[config.mk]
export PLATFORM = sky130hd
export DESIGN_NAME = fdivsqrt_seq
export DESIGN_NICKNAME = d
export VERILOG_FILES = /design/src/rtl/fdivsqrt_seq_pkg.sv /design/src/rtl/fdivsqrt_seq_stepcnt.sv /design/src/rtl/fdivsqrt_seq.sv
export SDC_FILE = /design/constraint.sdc
export NUM_CORES = 1
export LEC_CHECK = 0
export BUFFER_PORTS_ARGS = -buffer_cell sky130_fd_sc_hd__buf_2
export CORE_MARGIN = 2
export CORE_UTILIZATION = 42
export DETAILED_ROUTE_END_ITERATION = 10
export PLACE_DENSITY = 0.71
export REMOVE_ABC_BUFFERS = 1
export SYNTH_ARGS = -nofsm -noshare
export SYNTH_HDL_FRONTEND = slang
export SYNTH_SLANG_ARGS = --single-unit
[constraint.sdc]
create_clock -name clk -period 2 [get_ports clk]
set_input_delay 0.1 -clock clk [delete_from_list [all_inputs] [get_ports clk]]
set_output_delay 0.1 -clock clk [all_outputs]
set_load 0.03 [all_outputs]
[src/rtl/fdivsqrt_seq_pkg.sv]
//------------------------------------------------------------------------------
// Module      : fdivsqrt_seq_pkg
// Description : Shared types and helpers for the div/sqrt control sequencer.
// Revision    : 1.0 - initial release
//------------------------------------------------------------------------------
`default_nettype none

package fdivsqrt_seq_pkg;

    typedef enum logic [1:0] {
        FDIVSQRT_IDLE = 2'b00,
        FDIVSQRT_BUSY = 2'b01,
        FDIVSQRT_DONE = 2'b10
    } fdivsqrt_state_t;

    localparam int c_default_cntw = 7;

    // A zero cycle request still runs one iteration so the datapath is loaded.
    function automatic logic [c_default_cntw-1:0] fdivsqrt_min_one(
        input logic [c_default_cntw-1:0] cycles
    );
        return (cycles == '0) ? c_default_cntw'(1) : cycles;
    endfunction

endpackage

`default_nettype wire

[src/rtl/fdivsqrt_seq_stepcnt.sv]
//------------------------------------------------------------------------------
// Module      : fdivsqrt_stepcnt
// Description : Loadable iteration down-counter with synchronous clear and ==1 flag.
// Revision    : 1.0 - initial release
//------------------------------------------------------------------------------
`default_nettype none

module fdivsqrt_stepcnt #(
    parameter int CNTW = 7
) (
    input  logic            clk,
    input  logic            reset,
    input  logic            i_clr,
    input  logic            i_load,
    input  logic [CNTW-1:0] i_load_val,
    input  logic            i_dec,
    output logic [CNTW-1:0] o_step,
    output logic            o_step_is_one
);

    logic [CNTW-1:0] r_step;

    always_ff @(posedge clk) begin
        if (reset || i_clr) begin
            r_step <= '0;
        end else if (i_load) begin
            r_step <= i_load_val;
        end else if (i_dec) begin
            r_step <= r_step - 1'b1;
        end
    end

    assign o_step        = r_step;
    assign o_step_is_one = (r_step == CNTW'(1));

endmodule

`default_nettype wire

[src/rtl/fdivsqrt_seq.sv]
//------------------------------------------------------------------------------
// Module      : fdivsqrt_seq
// Description : Control sequencer for the iterative divide/square-root datapath.
// Revision    : 1.0 - initial release
//------------------------------------------------------------------------------
`default_nettype none

module fdivsqrt_seq
    import fdivsqrt_seq_pkg::*;
#(
    parameter int CNTW = 7
) (
    input  logic            clk,
    input  logic            reset,
    input  logic            FDivStartE,
    input  logic            SpecialCaseE,
    input  logic [CNTW-1:0] CyclesE,
    input  logic            WZeroE,
    input  logic            StallM,
    input  logic            FlushE,
    output logic            IFDivStartE,
    output logic            FDivBusyE,
    output logic            FDivDoneE,
    output logic [CNTW-1:0] StepE
);

    fdivsqrt_state_t r_state;
    fdivsqrt_state_t w_state_nxt;

    logic            w_idle;
    logic            w_busy;
    logic            w_done;
    logic            w_cnt_clr;
    logic            w_cnt_load;
    logic            w_cnt_dec;
    logic            w_step_is_one;
    logic [CNTW-1:0] w_load_val;

    assign w_idle = (r_state == FDIVSQRT_IDLE);
    assign w_busy = (r_state == FDIVSQRT_BUSY);
    assign w_done = (r_state == FDIVSQRT_DONE);

    assign w_load_val = (CyclesE == '0) ? CNTW'(1) : CyclesE;

    always_ff @(posedge clk) begin
        if (reset) begin
            r_state <= FDIVSQRT_IDLE;
        end else begin
            r_state <= w_state_nxt;
        end
    end

    always_comb begin
        w_state_nxt = r_state;
        w_cnt_clr   = 1'b0;
        w_cnt_load  = 1'b0;
        w_cnt_dec   = 1'b0;
        case (r_state)
            FDIVSQRT_IDLE: begin
                if (!FlushE && FDivStartE) begin
                    if (SpecialCaseE) begin
                        w_state_nxt = FDIVSQRT_DONE;
                    end else begin
                        w_state_nxt = FDIVSQRT_BUSY;
                        w_cnt_load  = 1'b1;
                    end
                end
            end
            FDIVSQRT_BUSY: begin
                // Exit at StepE==1 so the decrement can never wrap.
                if (FlushE) begin
                    w_state_nxt = FDIVSQRT_IDLE;
                    w_cnt_clr   = 1'b1;
                end else if (w_step_is_one || WZeroE) begin
                    w_state_nxt = FDIVSQRT_DONE;
                    w_cnt_clr   = 1'b1;
                end else begin
                    w_cnt_dec   = 1'b1;
                end
            end
            FDIVSQRT_DONE: begin
                if (FlushE || !StallM) begin
                    w_state_nxt = FDIVSQRT_IDLE;
                end
            end
            default: begin
                w_state_nxt = FDIVSQRT_IDLE;
            end
        endcase
    end

    fdivsqrt_stepcnt #(
        .CNTW (CNTW)
    ) u_stepcnt (
        .clk           (clk),
        .reset         (reset),
        .i_clr         (w_cnt_clr),
        .i_load        (w_cnt_load),
        .i_load_val    (w_load_val),
        .i_dec         (w_cnt_dec),
        .o_step        (StepE),
        .o_step_is_one (w_step_is_one)
    );

    assign IFDivStartE = w_idle & FDivStartE & ~SpecialCaseE & ~FlushE;
    assign FDivBusyE   = IFDivStartE | w_busy;
    assign FDivDoneE   = w_done;

endmodule

`default_nettype wire
==> impl_summary.md, run 1 <==
Critical path
The register-to-register path setup slack is roughly 220 ps. The worst reg2reg path endpoint is u_stepcnt.o_step[1]. The setup path with the least slack is of type flop to flop. In this run the worst setup path begins at u_stepcnt.o_step[1].

The startpoint of the lowest-slack register-to-register path is u_stepcnt.o_step[1]. For the worst setup path, the data required time is 2180 ps. The kind of capture point of the worst setup path is a flop. In this run the worst path has a maximum fanout of 5. The critical path launch point type is a flop.

The depth of the worst register-to-register path is 6. The endpoint of the worst setup timing path is u_stepcnt.o_step[1]. The arrival time of the worst setup path is 1970 ps.

Synthesis
The synthesized netlist contains 28 unique library cells. Synthesis handed over a netlist of 69 instances. The cell area that synthesis handed to floorplanning was between 600 and 700 um^2. The sequential-to-total area share from yosys stat is between 20% and 30%. After synthesis the netlist holds a flip-flop and latch count of 9. By area the synthesized netlist is led by dfxtp_1 (29%), a211oi_2 (8.0%), nor4b_4 (7.6%). Summed over all instances, the cell type with the most area after synthesis is dfxtp_1. A synthesized cell averages about 9.0 um^2. In this run the biggest area consumer among cell types represents between 20 and 30% of the synthesized area. The number of warning messages in the yosys log is 0.

Timing
The pin slew with the least headroom to its limit is 374 ps. The max-slew violation total from the final report is 0. Setup repair after global routing left no endpoint under its margin. The worst path in the final design needs a cycle of between 1500 and 2000 ps, including I/O delays and setup.

The worst clock skew is ~6.4 ps. The final number of hold-violating endpoints came to 0. Setup violations remaining at the end of the flow were counted as 0.

In the post-route analysis, the smallest setup slack over all paths is ~220 ps. Timing would allow up to 560 MHz. The final period utilization is approximately nine tenths. Measured against its own limit, the worst slew margin works out to around three quarters.

Place
The count of input and output buffers is 23. The placed wire-length estimate is approximately 1.1 mm. The global placer's final weighted congestion is about 0.79. The worst setup timing slack at the placement stage is ~110 ps.

Cells and area
At the end of the flow the core is filled with cells to 59.3%. The post-route netlist has 40.8% of its cells at a drive strength greater than 1. Leaving out fill and tap cells, the most frequent cell in the layout is buf_2. After the last flow step, the layout net total stands at around 120. After filler insertion, the fill cell instance count of the layout stands at around 130. The repair_antennas step left the layout with diodes totalling 0.

The area growth from synthesis to layout is 28.5%. The library cells used most frequently in the layout, excluding fill and tap cells, are buf_2 (23), nor2_1 (12), dfxtp_1 (9).

Detailed routing
The number of routed nets with antenna violations is 0. For this run, the detailed router's first-pass iteration total came to 4. Dividing the detail-routed via count by the number of cells gives around 5.4.

In the routed design, unresolved DRC markers number 0. The total via count after detailed routing is just over 600. The number of DRC markers in iteration 0 is 14.

Dividing the detail-routed wire length by the instance count gives approximately 12 um. Wires add up to 1.38 mm.

Global routing
After global routing the overflow that remains totals 0. The maximum number of pins on one net before global-route repair is 10. The global-route wire length before repair is 2.34 mm. The number of global-route vias before repair is 573. Global routing used between 15 and 20% of the available tracks across all layers.

The number of antenna violations at the first check in global routing is 0.

Hold path
The worst hold-check path type is input pin to flop. Along the worst hold path, the cell count comes to 2.

Power
IR analysis of the VDD net gives a maximum drop of about 0.6 mV. The fraction of power spent switching nets is a little under a third. The net load switching power is 148 uW. The sequential group share of total power is 43.0%. The combinational power share is a little over a quarter. In this run the static leakage power is 0.000350 uW.

The share of total power dissipated in the clock network is between 30 and 40%. The power density over cell area is roughly 580 nW/um^2. The internal portion of the total power is about 320 uW. Power comes to about 460 uW.

CTS
TritonCTS built the clock tree. The clock tree root driver cell is clkbuf_4. The clock passes through at most 2 buffers. The H-tree depth is 1. For this design, the sink count on the clock tree is 9. The later pin in the worst-skew pair is clocked with a latency of approximately 260 ps. Clock-pin slew was measured on the worst setup and hold paths at around 60 ps. After clock tree synthesis, the flow added hold-fix buffers numbering 0. The number of clock buffers inserted by TritonCTS is 3.

Floorplanning
The y dimension of the die is between 40 and 50 um. In this run the horizontal extent of the chip is ~43 um. The row count is 13. During I/O placement, the number of pins put on the boundary was 24. The full die area is about 1800 um^2. The placeable core area is roughly 1400 um^2. Once the floorplan was initialized, standard cells occupied ~46% of the core.

Run
Max-cap violations in this run came to 0.

Outcome
The flow ran to the end, and the final reports show no timing, DRC or antenna violations.
[synth_stat cells]
cell	instances
a211oi_1	4
a211oi_2	4
a21o_1	1
a21oi_1	3
a31o_2	1
and3_1	1
and4bb_1	1
buf_6	1
clkbuf_1	1
dfxtp_1	9
ha_1	2
inv_1	5
mux2_2	1
mux2i_1	2
nand2_1	1
nand3_1	1
nor2_1	12
nor3_1	4
nor3b_1	1
nor4b_4	2
o211ai_1	3
o21ai_0	1
o21ai_2	1
or3_1	1
or3b_2	1
or4_1	1
xnor2_1	1
xor2_1	3
[cell families after synthesis]
kind of cell / after synthesis / synth area share, %
AO/OA/AOI/OAI: 18 / 23.7
XOR/XNOR: 4 / 5.62
adder cells (fa/ha/maj): 2 / 4.02
buffers and inverters: 7 / 5.42
flip-flops: 9 / 28.9
multiplexers: 3 / 5.02
AND/OR/NAND/NOR: 26 / 27.3
[per-stage QoR]
| step | instances | hold slack, ps | TNS, ps | cell area (um^2) |
|---|---|---|---|---|
| 3_5_place_dp | 109 | 299 | 0 | 772 |
| 6_report | 113 | 19.0 | 0 | 801 |
| 3_3_place_gp | 109 | 294 | 0 | 772 |
| 4_1_cts | 113 | 15.8 | 0 | 798 |
| 5_1_grt | 113 | 8.81 | 0 | 801 |
| 2_1_floorplan | 67 | 172 | -147 | 608 |
[how the worst min path moves through the flow]
stage,startpoint,endpoint,slack [ps]
2_1_floorplan,reset,r_state[1],170
3_5_place_dp,reset,r_state[1],300
6_report,reset,r_state[1],20
3_3_place_gp,reset,r_state[1],290
4_1_cts,reset,r_state[1],20
5_1_grt,reset,r_state[1],9
[power groups by stage]
stage                     combinational (uW)  sequential, uW  clock [uW]
after floorplan                         61.5             220           0
after global placement                   120             203           0
after detailed placement                 123             203           0
after CTS                                123             199         146
after global routing                     136             201         154
final                                    123             199         141
[worst max-delay path, stage by stage (launching register included)]
cell and delay (ps):
dfxtp_1 310, inv_1 90, ha_1 180, or3b_4 420, o21ai_2 150, mux2_2 360, a211oi_2 200
[what timing repair did]
action	in CTS	in global routing
buffers inserted	0	0
resized for setup	0	1
setup endpoints to repair	0	1
[layer usage]
metal / global-route usage, % / part of all wire [%] / vias up
met2: 28.9 / 50 / 14
met5: 0 / 0 / -
li1: - / - / 310
met3: 8.62 / 6.3 / 4
met1: 19.3 / 42 / 285
met4: 5.00 / 2.1 / 0
[layout make-up]
cell class                      count  area, um^2  share of cell area (%)
Clock buffer                        4        26.3                    3.28
Inverter                            5        18.8                    2.34
Multi-Input combinational cell     53         412                    51.4
Sequential cell                     9         180                    22.5
Tap cell                           15        18.8                    2.34
Timing Repair Buffer               27         145                    18.1
[state kept, by name (all words and copies together) (netlist names)]
| signal | flops |
|---|---|
| u_stepcnt.o_step | 7 |
| r_state | 2 |
Note: power is estimated with default switching activity, not from simulation.
==> run 2: changes to the inputs <==
--- a/config.mk
+++ b/config.mk
@@ -8,6 +8,7 @@
 export BUFFER_PORTS_ARGS = -buffer_cell sky130_fd_sc_hd__buf_2
 export CORE_MARGIN = 2
 export CORE_UTILIZATION = 42
+export CTS_BUF_LIST = sky130_fd_sc_hd__clkbuf_16
 export DETAILED_ROUTE_END_ITERATION = 10
 export PLACE_DENSITY = 0.71
 export REMOVE_ABC_BUFFERS = 1
==> run 2 against run 1 <==
Net effect: wire length is 7.0% higher; total power up 45%; sequential cell count did not move; clock skew shrank 3.0 ps; die area is the same; hold slack improved by 33 ps; combinational power about the same; largest cell class unchanged; clock power up 150%.
==> impl_summary.md, run 2 (synthesized netlist as in run 1, its figures left out) <==
Global routing
The number of antenna violations at the first check in global routing is 0 (unchanged). The global-route wire length before repair was 2.44 mm (was 2.34 mm). The residual overflow from global routing is 0 (unchanged).

The maximum number of pins on one net before global-route repair is 10 (unchanged). The number of global-route vias before repair is 582 (was 573). The all-layer global routing usage came to 18.1% (was 17.3%).

Detailed routing
The aggregate routed wire length is 1.47 mm (was 1.38 mm). The remaining design rule violation count is 0 (unchanged). The total via count after detailed routing is 625 (was 613). The number of DRC markers in iteration 0 is 12 (was 14). The number of routed nets with antenna violations is 0 (unchanged). The routed length per instance is 13.0 um (was 12.2 um). The average vias per placed instance came to 5.53 (was 5.42). The count of TritonRoute iterations in the first routing pass was 5 (was 4).

Cells and area
The most frequent standard cell in the layout excluding fill and tap cells is buf_2 (unchanged). The area growth from synthesis to layout is 36.9% (was 28.5%). The layout net count is 115 (unchanged). The final non-filler cell area came to 853 um^2 (was 801 um^2). Most frequent cells in the layout: buf_2 (23), nor2_1 (12), dfxtp_1 (9) (unchanged).

The fraction of layout cells with a size suffix above 1 was 40.8% (unchanged). The final antenna diode count was 0 (unchanged). The non-filler instance count after layout is 113 (unchanged). The flip-flop count of the largest register, all copies and words added was 7 (unchanged).

Floorplanning
The initial standard-cell utilization of the core is 46.2% (unchanged). The y dimension of the die is 42.5 um (unchanged). The die boundary width is 42.5 um (unchanged). The row count is 13 (unchanged).

The placeable core area is 1350 um^2 (unchanged). The full die area is 1810 um^2 (unchanged). The number of top-level pins is 24 (unchanged).

CTS
The later-pin clock latency in the skew report is 240 ps (was 260 ps). The number of clock buffers inserted by TritonCTS is 3 (unchanged). The maximum buffer depth of the clock tree was 2 (unchanged). The TritonCTS clock tree is yes (unchanged). The clock tree root driver cell is clkbuf_16 (was clkbuf_4). The H-tree depth is 1 (unchanged). The clock-pin slew on the worst setup and hold paths is 40 ps (was 60 ps). The number of sinks on the clock net was 9 (unchanged).

The number of buffers inserted by post-CTS setup repair is 0 (unchanged).

Place
The area after detailed placement is 772 um^2 (unchanged). The count of input and output buffers is 23 (unchanged). The global placer's final weighted congestion came to 0.793 (unchanged). The worst setup timing slack at the placement stage is 113 ps (unchanged).

The placed wire-length estimate is 1.12 mm (unchanged). The number of cells after detailed placement is 109 (unchanged).

Timing
The count of final setup violators is 0 (unchanged). The worst hold margin is 52.3 ps (was 19.0 ps). The final period utilization is 89.2% (about the same). The worst clock skew is 3.39 ps (was 6.39 ps). Unrepaired setup endpoints after global routing: no (unchanged). The max-slew violation total from the final report came to 0 (unchanged). The final number of hold-violating endpoints is 0 (unchanged). The clock period minus final worst setup slack is 1780 ps (about the same). The final setup slack of the worst path is 217 ps (was 216 ps). The worst max-slew margin expressed relative to the limit came to 74.9% (was 75.0%). The pin slew with the least headroom to its limit came to 375 ps (was 374 ps). The timing-limited maximum frequency was 561 MHz (was 560 MHz).

Critical path
The data required time at the worst endpoint is 2160 ps (was 2180 ps). The kind of critical path is flop to flop (unchanged). The arrival time of the worst setup path is 1940 ps (was 1970 ps). The kind of capture point of the worst setup path is a flop (unchanged).

The critical path launch point type is a flop (unchanged). The startpoint of the lowest-slack register-to-register path is u_stepcnt.o_step[1] (unchanged). The worst-path maximum fanout is 5 (unchanged). The worst setup path startpoint is u_stepcnt.o_step[1] (unchanged). The register-to-register path setup slack was 220 ps (about the same).

Hold path
The worst min-delay path startpoint is reset (unchanged). The worst hold-check path type is input pin to flop (unchanged).

Outcome
Result of the run: finished clean (unchanged).

Power
The maximum vdd drop is 1.05 mV (was 0.588 mV). The leakage power summed over all cells is 0.000378 uW (was 0.000350 uW). The power density over cell area is 787 nW/um^2 (was 579 nW/um^2).

Run
The number of maximum-capacitance violations is 0 (unchanged).
## run 2: through the flow
stage	power (uW)	TNS (ps)	utilization, %
3_3_place_gp	323	0	57.2
5_1_grt	698	0	63.2
3_5_place_dp	326	0	57.2
4_1_cts	674	0	63.0
6_report	671	0	63.2
2_1_floorplan	281	-147	-
## run 2: routing by layer
layer,up-vias,track usage (%),share of wire (%)
met1,296,20.8,42
met4,0,3.75,1.8
li1,309,-,-
met2,16,30.8,50
met5,-,0,0
met3,4,8.19,5.9
## run 2: area by class of cell
| class | count | area, um^2 |
|---|---|---|
| Timing Repair Buffer | 27 | 145 |
| Inverter | 5 | 18.8 |
| Fill cell | 118 | 497 |
| Clock buffer | 3 | 75.1 |
| Sequential cell | 9 | 180 |
| Multi-Input combinational cell | 53 | 412 |
| Clock inverter | 1 | 3.75 |
| Tap cell | 15 | 18.8 |
## run 2: critical path, stage by stage (launching register included)
cell and delay [ps]:
dfxtp_1 300, inv_1 90, ha_1 190, or3b_4 420
o21ai_2 150, mux2_2 360, a211oi_2 200
## run 2: what timing repair did
action                                  4_1_cts  5_1_grt
hold buffers                                  0        0
gates resized for setup                       0        1
endpoints found under the setup margin        0        1
## run 2: worst paths after layout
check | to | depth (start not counted)
hold reg to reg | u_stepcnt.o_step[4] | 2
setup / recovery | u_stepcnt.o_step[1] | 6
setup reg to reg | u_stepcnt.o_step[1] | 6
hold / removal | r_state[1] | 2
## run 2: report_power, final
part | switching [uW] | internal, uW
registers | 10.4 | 190
logic | 75.0 | 49.4
clock network | 85.3 | 261
==> run 3: changes to the inputs <==
--- a/config.mk
+++ b/config.mk
@@ -7,11 +7,12 @@
 export LEC_CHECK = 0
 export BUFFER_PORTS_ARGS = -buffer_cell sky130_fd_sc_hd__buf_2
 export CORE_MARGIN = 2
-export CORE_UTILIZATION = 42
+export CORE_UTILIZATION = 41
 export CTS_BUF_LIST = sky130_fd_sc_hd__clkbuf_16
 export DETAILED_ROUTE_END_ITERATION = 10
-export PLACE_DENSITY = 0.71
+export PLACE_DENSITY = 0.7
 export REMOVE_ABC_BUFFERS = 1
 export SYNTH_ARGS = -nofsm -noshare
 export SYNTH_HDL_FRONTEND = slang
+export SYNTH_HIERARCHICAL = 1
 export SYNTH_SLANG_ARGS = --single-unit
==> run 3 against run 2 <==
Net effect: cell area is 3.7% higher; clock-buffer cell count unchanged; combinational power up 15%; hold slack gained 54 ps; sequential cell count stayed put; clock skew fell by 1.5 ps; register-to-register slack got worse by 180 ps; non-clock buffer count grew 5; final cell count grew 6.2%; first-iteration DRC count is 42% higher; critical path type unchanged; largest cell class unchanged; largest power group unchanged.
==> impl_summary.md, run 3 <==
Hold path
The destination of the worst hold path is u_stepcnt/o_step[2] (was r_state[1]). The worst min-delay path startpoint is reset (unchanged). The hold-critical path depth is 2 (unchanged). The worst hold-check path type is input pin to flop (unchanged).

Timing
The worst clock skew is 1.93 ps (was 3.39 ps). Unrepaired setup endpoints after global routing: yes (was no). The max-slew violation total from the final report was 0 (unchanged). The worst max-slew margin expressed relative to the limit is 70.9% (was 74.9%). The worst hold margin came to 106 ps (was 52.3 ps).

The final number of hold-violating endpoints is 0 (unchanged). The timing-limited maximum frequency came to 509 MHz (was 561 MHz). The clock period minus final worst setup slack came to 1970 ps (was 1780 ps). The count of final setup violators was 0 (unchanged). The final period utilization is 98.3% (was 89.2%).

The summed negative setup slack over all endpoints was 0 ps (unchanged). The pin slew with the least headroom to its limit is 433 ps (was 375 ps).

Critical path
The worst reg2reg path endpoint is u_stepcnt/o_step[2] (was u_stepcnt.o_step[1]). CP Cell Sequence: or4_4 -> nor3b_2 -> nor3_1 -> nor2b_2 -> nand2_2 -> xor2_1 -> a2111oi_2 (was inv_1 -> ha_1 -> or3b_4 -> o21ai_2 -> mux2_2 -> a211oi_2). The cell with the biggest individual delay on the critical path was or4_4 (was or3b_4). The maximum single-stage delay on the critical path is 550 ps (was 420 ps). The register-to-register path setup slack came to 30 ps (was 220 ps). The worst-path maximum fanout was 5 (unchanged). The depth of the worst register-to-register path came to 7 (was 6). The kind of critical path is flop to flop (unchanged). The kind of capture point of the worst setup path is a flop (unchanged). The critical path launch point type is a flop (unchanged). The data required time at the worst endpoint is 2120 ps (was 2160 ps). The startpoint of the lowest-slack register-to-register path is u_stepcnt/o_step[2] (was u_stepcnt.o_step[1]). The arrival time of the worst setup path is 2080 ps (was 1940 ps).

Cells and area
The fraction of layout cells with a size suffix above 1 is 43.8% (was 40.8%). The final non-filler cell area was 885 um^2 (was 853 um^2). The footprint of the flip-flops and latches is 181 um^2 (was 180 um^2). The final core utilization is 66.3% (was 63.2%). The most frequent standard cell in the layout excluding fill and tap cells is buf_2 (unchanged).

Most frequent cells in the layout: buf_2 (23), buf_4 (9), dfxtp_1 (8) (was buf_2 (23), nor2_1 (12), dfxtp_1 (9)). The flip-flop count of the largest register, all copies and words added is 7 (unchanged). The multi-input combinational cell area is 408 um^2 (was 412 um^2). The number of filler cells placed in the layout came to 125 (was 118). The area growth from synthesis to layout came to 48.5% (was 36.9%). The layout net count is 122 (was 115).

The final antenna diode count is 0 (unchanged).

Synthesis
The sequential-to-total area share from yosys stat is 30.3% (was 28.9%). The most common flop cell mapped by yosys is dfxtp_1 (unchanged). The netlist area before placement was 596 um^2 (was 623 um^2). The count of mapped cells out of synthesis is 76 (was 69). The number of enable flip-flop cells after synthesis is 0 (unchanged). The most frequently used cell type in the post-synthesis netlist is dfxtp_1 (was nor2_1). The share of synthesized registers carrying an async set or reset was 0% (unchanged). Commonest cells post-synth: dfxtp_1 (9), clkbuf_1 (7), nor2_1 (6), nand2_1 (5), o21ai_0 (5) (was nor2_1 (12), dfxtp_1 (9), inv_1 (5)). Cell types with the largest area share after synthesis: dfxtp_1 (30%), clkbuf_1 (4.4%), ha_1 (4.2%) (was dfxtp_1 (29%), a211oi_2 (8.0%), nor4b_4 (7.6%)). The number of warning messages in the yosys log is 6 (was 0). The number of register bits inferred by synthesis was 9 (unchanged). The mean post-synth cell area was 7.84 um^2 (was 9.03 um^2). The count of distinct cell types in the synthesized netlist is 33 (was 28). The cell type with the highest aggregate area in the netlist is dfxtp_1 (unchanged). The area share of the largest cell type after synthesis is 30.3% (was 28.9%).

Power
The power density over cell area is 787 nW/um^2 (about the same). The maximum vdd drop is 0.455 mV (was 1.05 mV). The leakage power summed over all cells was 0.000407 uW (was 0.000378 uW). The total power consumption of the routed design is 696 uW (was 671 uW).

Global routing
The number of antenna violations at the first check in global routing is 0 (unchanged). The maximum number of pins on one net before global-route repair is 13 (was 10). The residual overflow from global routing came to 0 (unchanged). The global-route wire length before repair is 2.62 mm (was 2.44 mm). The all-layer global routing usage is 19.3% (was 18.1%). The number of global-route vias before repair is 616 (was 582).

Detailed routing
The aggregate routed wire length is 1.58 mm (was 1.47 mm). The average vias per placed instance is 5.58 (was 5.53). The total via count after detailed routing came to 670 (was 625). The remaining design rule violation count came to 0 (unchanged). The routed length per instance is 13.2 um (was 13.0 um). The number of DRC markers in iteration 0 is 17 (was 12). The number of routed nets with antenna violations is 0 (unchanged). The count of TritonRoute iterations in the first routing pass came to 4 (was 5).

Floorplanning
The number of top-level pins was 24 (unchanged). The full die area came to 1770 um^2 (was 1810 um^2). The placeable core area is 1330 um^2 (was 1350 um^2). The y dimension of the die is 42.1 um (was 42.5 um). The initial standard-cell utilization of the core is 44.7% (was 46.2%). The row count is 13 (unchanged). The die boundary width is 42.1 um (was 42.5 um).

CTS
The number of sinks on the clock net was 9 (unchanged). The H-tree depth came to 1 (unchanged). The clock-pin slew on the worst setup and hold paths is 40 ps (about the same). The number of clock buffers inserted by TritonCTS is 3 (unchanged). The TritonCTS clock tree is yes (unchanged).

The maximum buffer depth of the clock tree came to 2 (unchanged). The clock tree root driver cell is clkbuf_16 (unchanged). The later-pin clock latency in the skew report is 240 ps (about the same).

Outcome
Result of the run: finished clean (unchanged).

Place
The count of input and output buffers was 23 (unchanged). The area after detailed placement is 763 um^2 (was 772 um^2). The placed wire-length estimate is 1.21 mm (was 1.12 mm). The global placer's final weighted congestion is 0.827 (was 0.793).

Run
The number of maximum-capacitance violations is 0 (unchanged).
==> run 3: cell type report <==
| type | count | area share [%] |
|---|---|---|
| clock buffers | 3 | 8.49 |
| well taps | 15 | 2.12 |
| multi-input cells | 56 | 46.1 |
| clock inverters | 1 | 0.424 |
| flip-flops and latches | 9 | 20.5 |
| repair buffers | 32 | 20.7 |
| inverters | 4 | 1.70 |
==> run 3: through the flow <==
stage	std cells	worst slack (ps)
after floorplan	69	-513
after global placement	115	-22.1
after detailed placement	115	-65.0
after CTS	119	13.6
after global routing	120	-71.3
final	120	34.4
==> run 3: per-layer routing <==
layer	vias to the layer above	track usage [%]	routed length, um
met4	0	9.38	24
met3	4	4.74	118
li1	335	-	-
met2	29	32.5	772
met1	302	22.8	669
met5	-	0	0
==> run 3: worst max-delay path: cells and delay by family (launching register included) <==
kind | cells | cell delay [ps]
simple gates | 5 | 1070
compound gates | 1 | 390
flops | 1 | 300
xor+xnor | 1 | 90
==> run 3: worst max path at each step <==
stage / cells after the start / end / startpoint
3_5_place_dp: 7 / u_stepcnt/o_step[2] / u_stepcnt/o_step[2]
6_report: 7 / u_stepcnt/o_step[2] / u_stepcnt/o_step[2]
5_1_grt: 7 / u_stepcnt/o_step[2] / u_stepcnt/o_step[2]
2_1_floorplan: 8 / u_stepcnt/o_step[4] / u_stepcnt/o_step[1]
3_3_place_gp: 7 / u_stepcnt/o_step[2] / u_stepcnt/o_step[2]
4_1_cts: 7 / u_stepcnt/o_step[2] / u_stepcnt/o_step[2]
==> run 3: timing repair <==
action	in CTS	in global routing
hold buffers	0	0
gates resized for setup	2	7
setup endpoints to repair	1	3
buffers inserted	0	1
pin swaps	1	4
==> run 3: where the power goes <==
part	switching, uW	internal, uW
logic	81.5	61.9
registers	9.72	192
clock network	90.0	261
==> run 3: logic make-up after synthesis <==
kind of cell / synth area share, %
AO/OA/AOI/OAI: 20.8
buffers and inverters: 6.93
adder cells (fa/ha/maj): 4.20
AND/OR/NAND/NOR: 33.4
flip-flops: 30.3
XOR/XNOR: 4.41
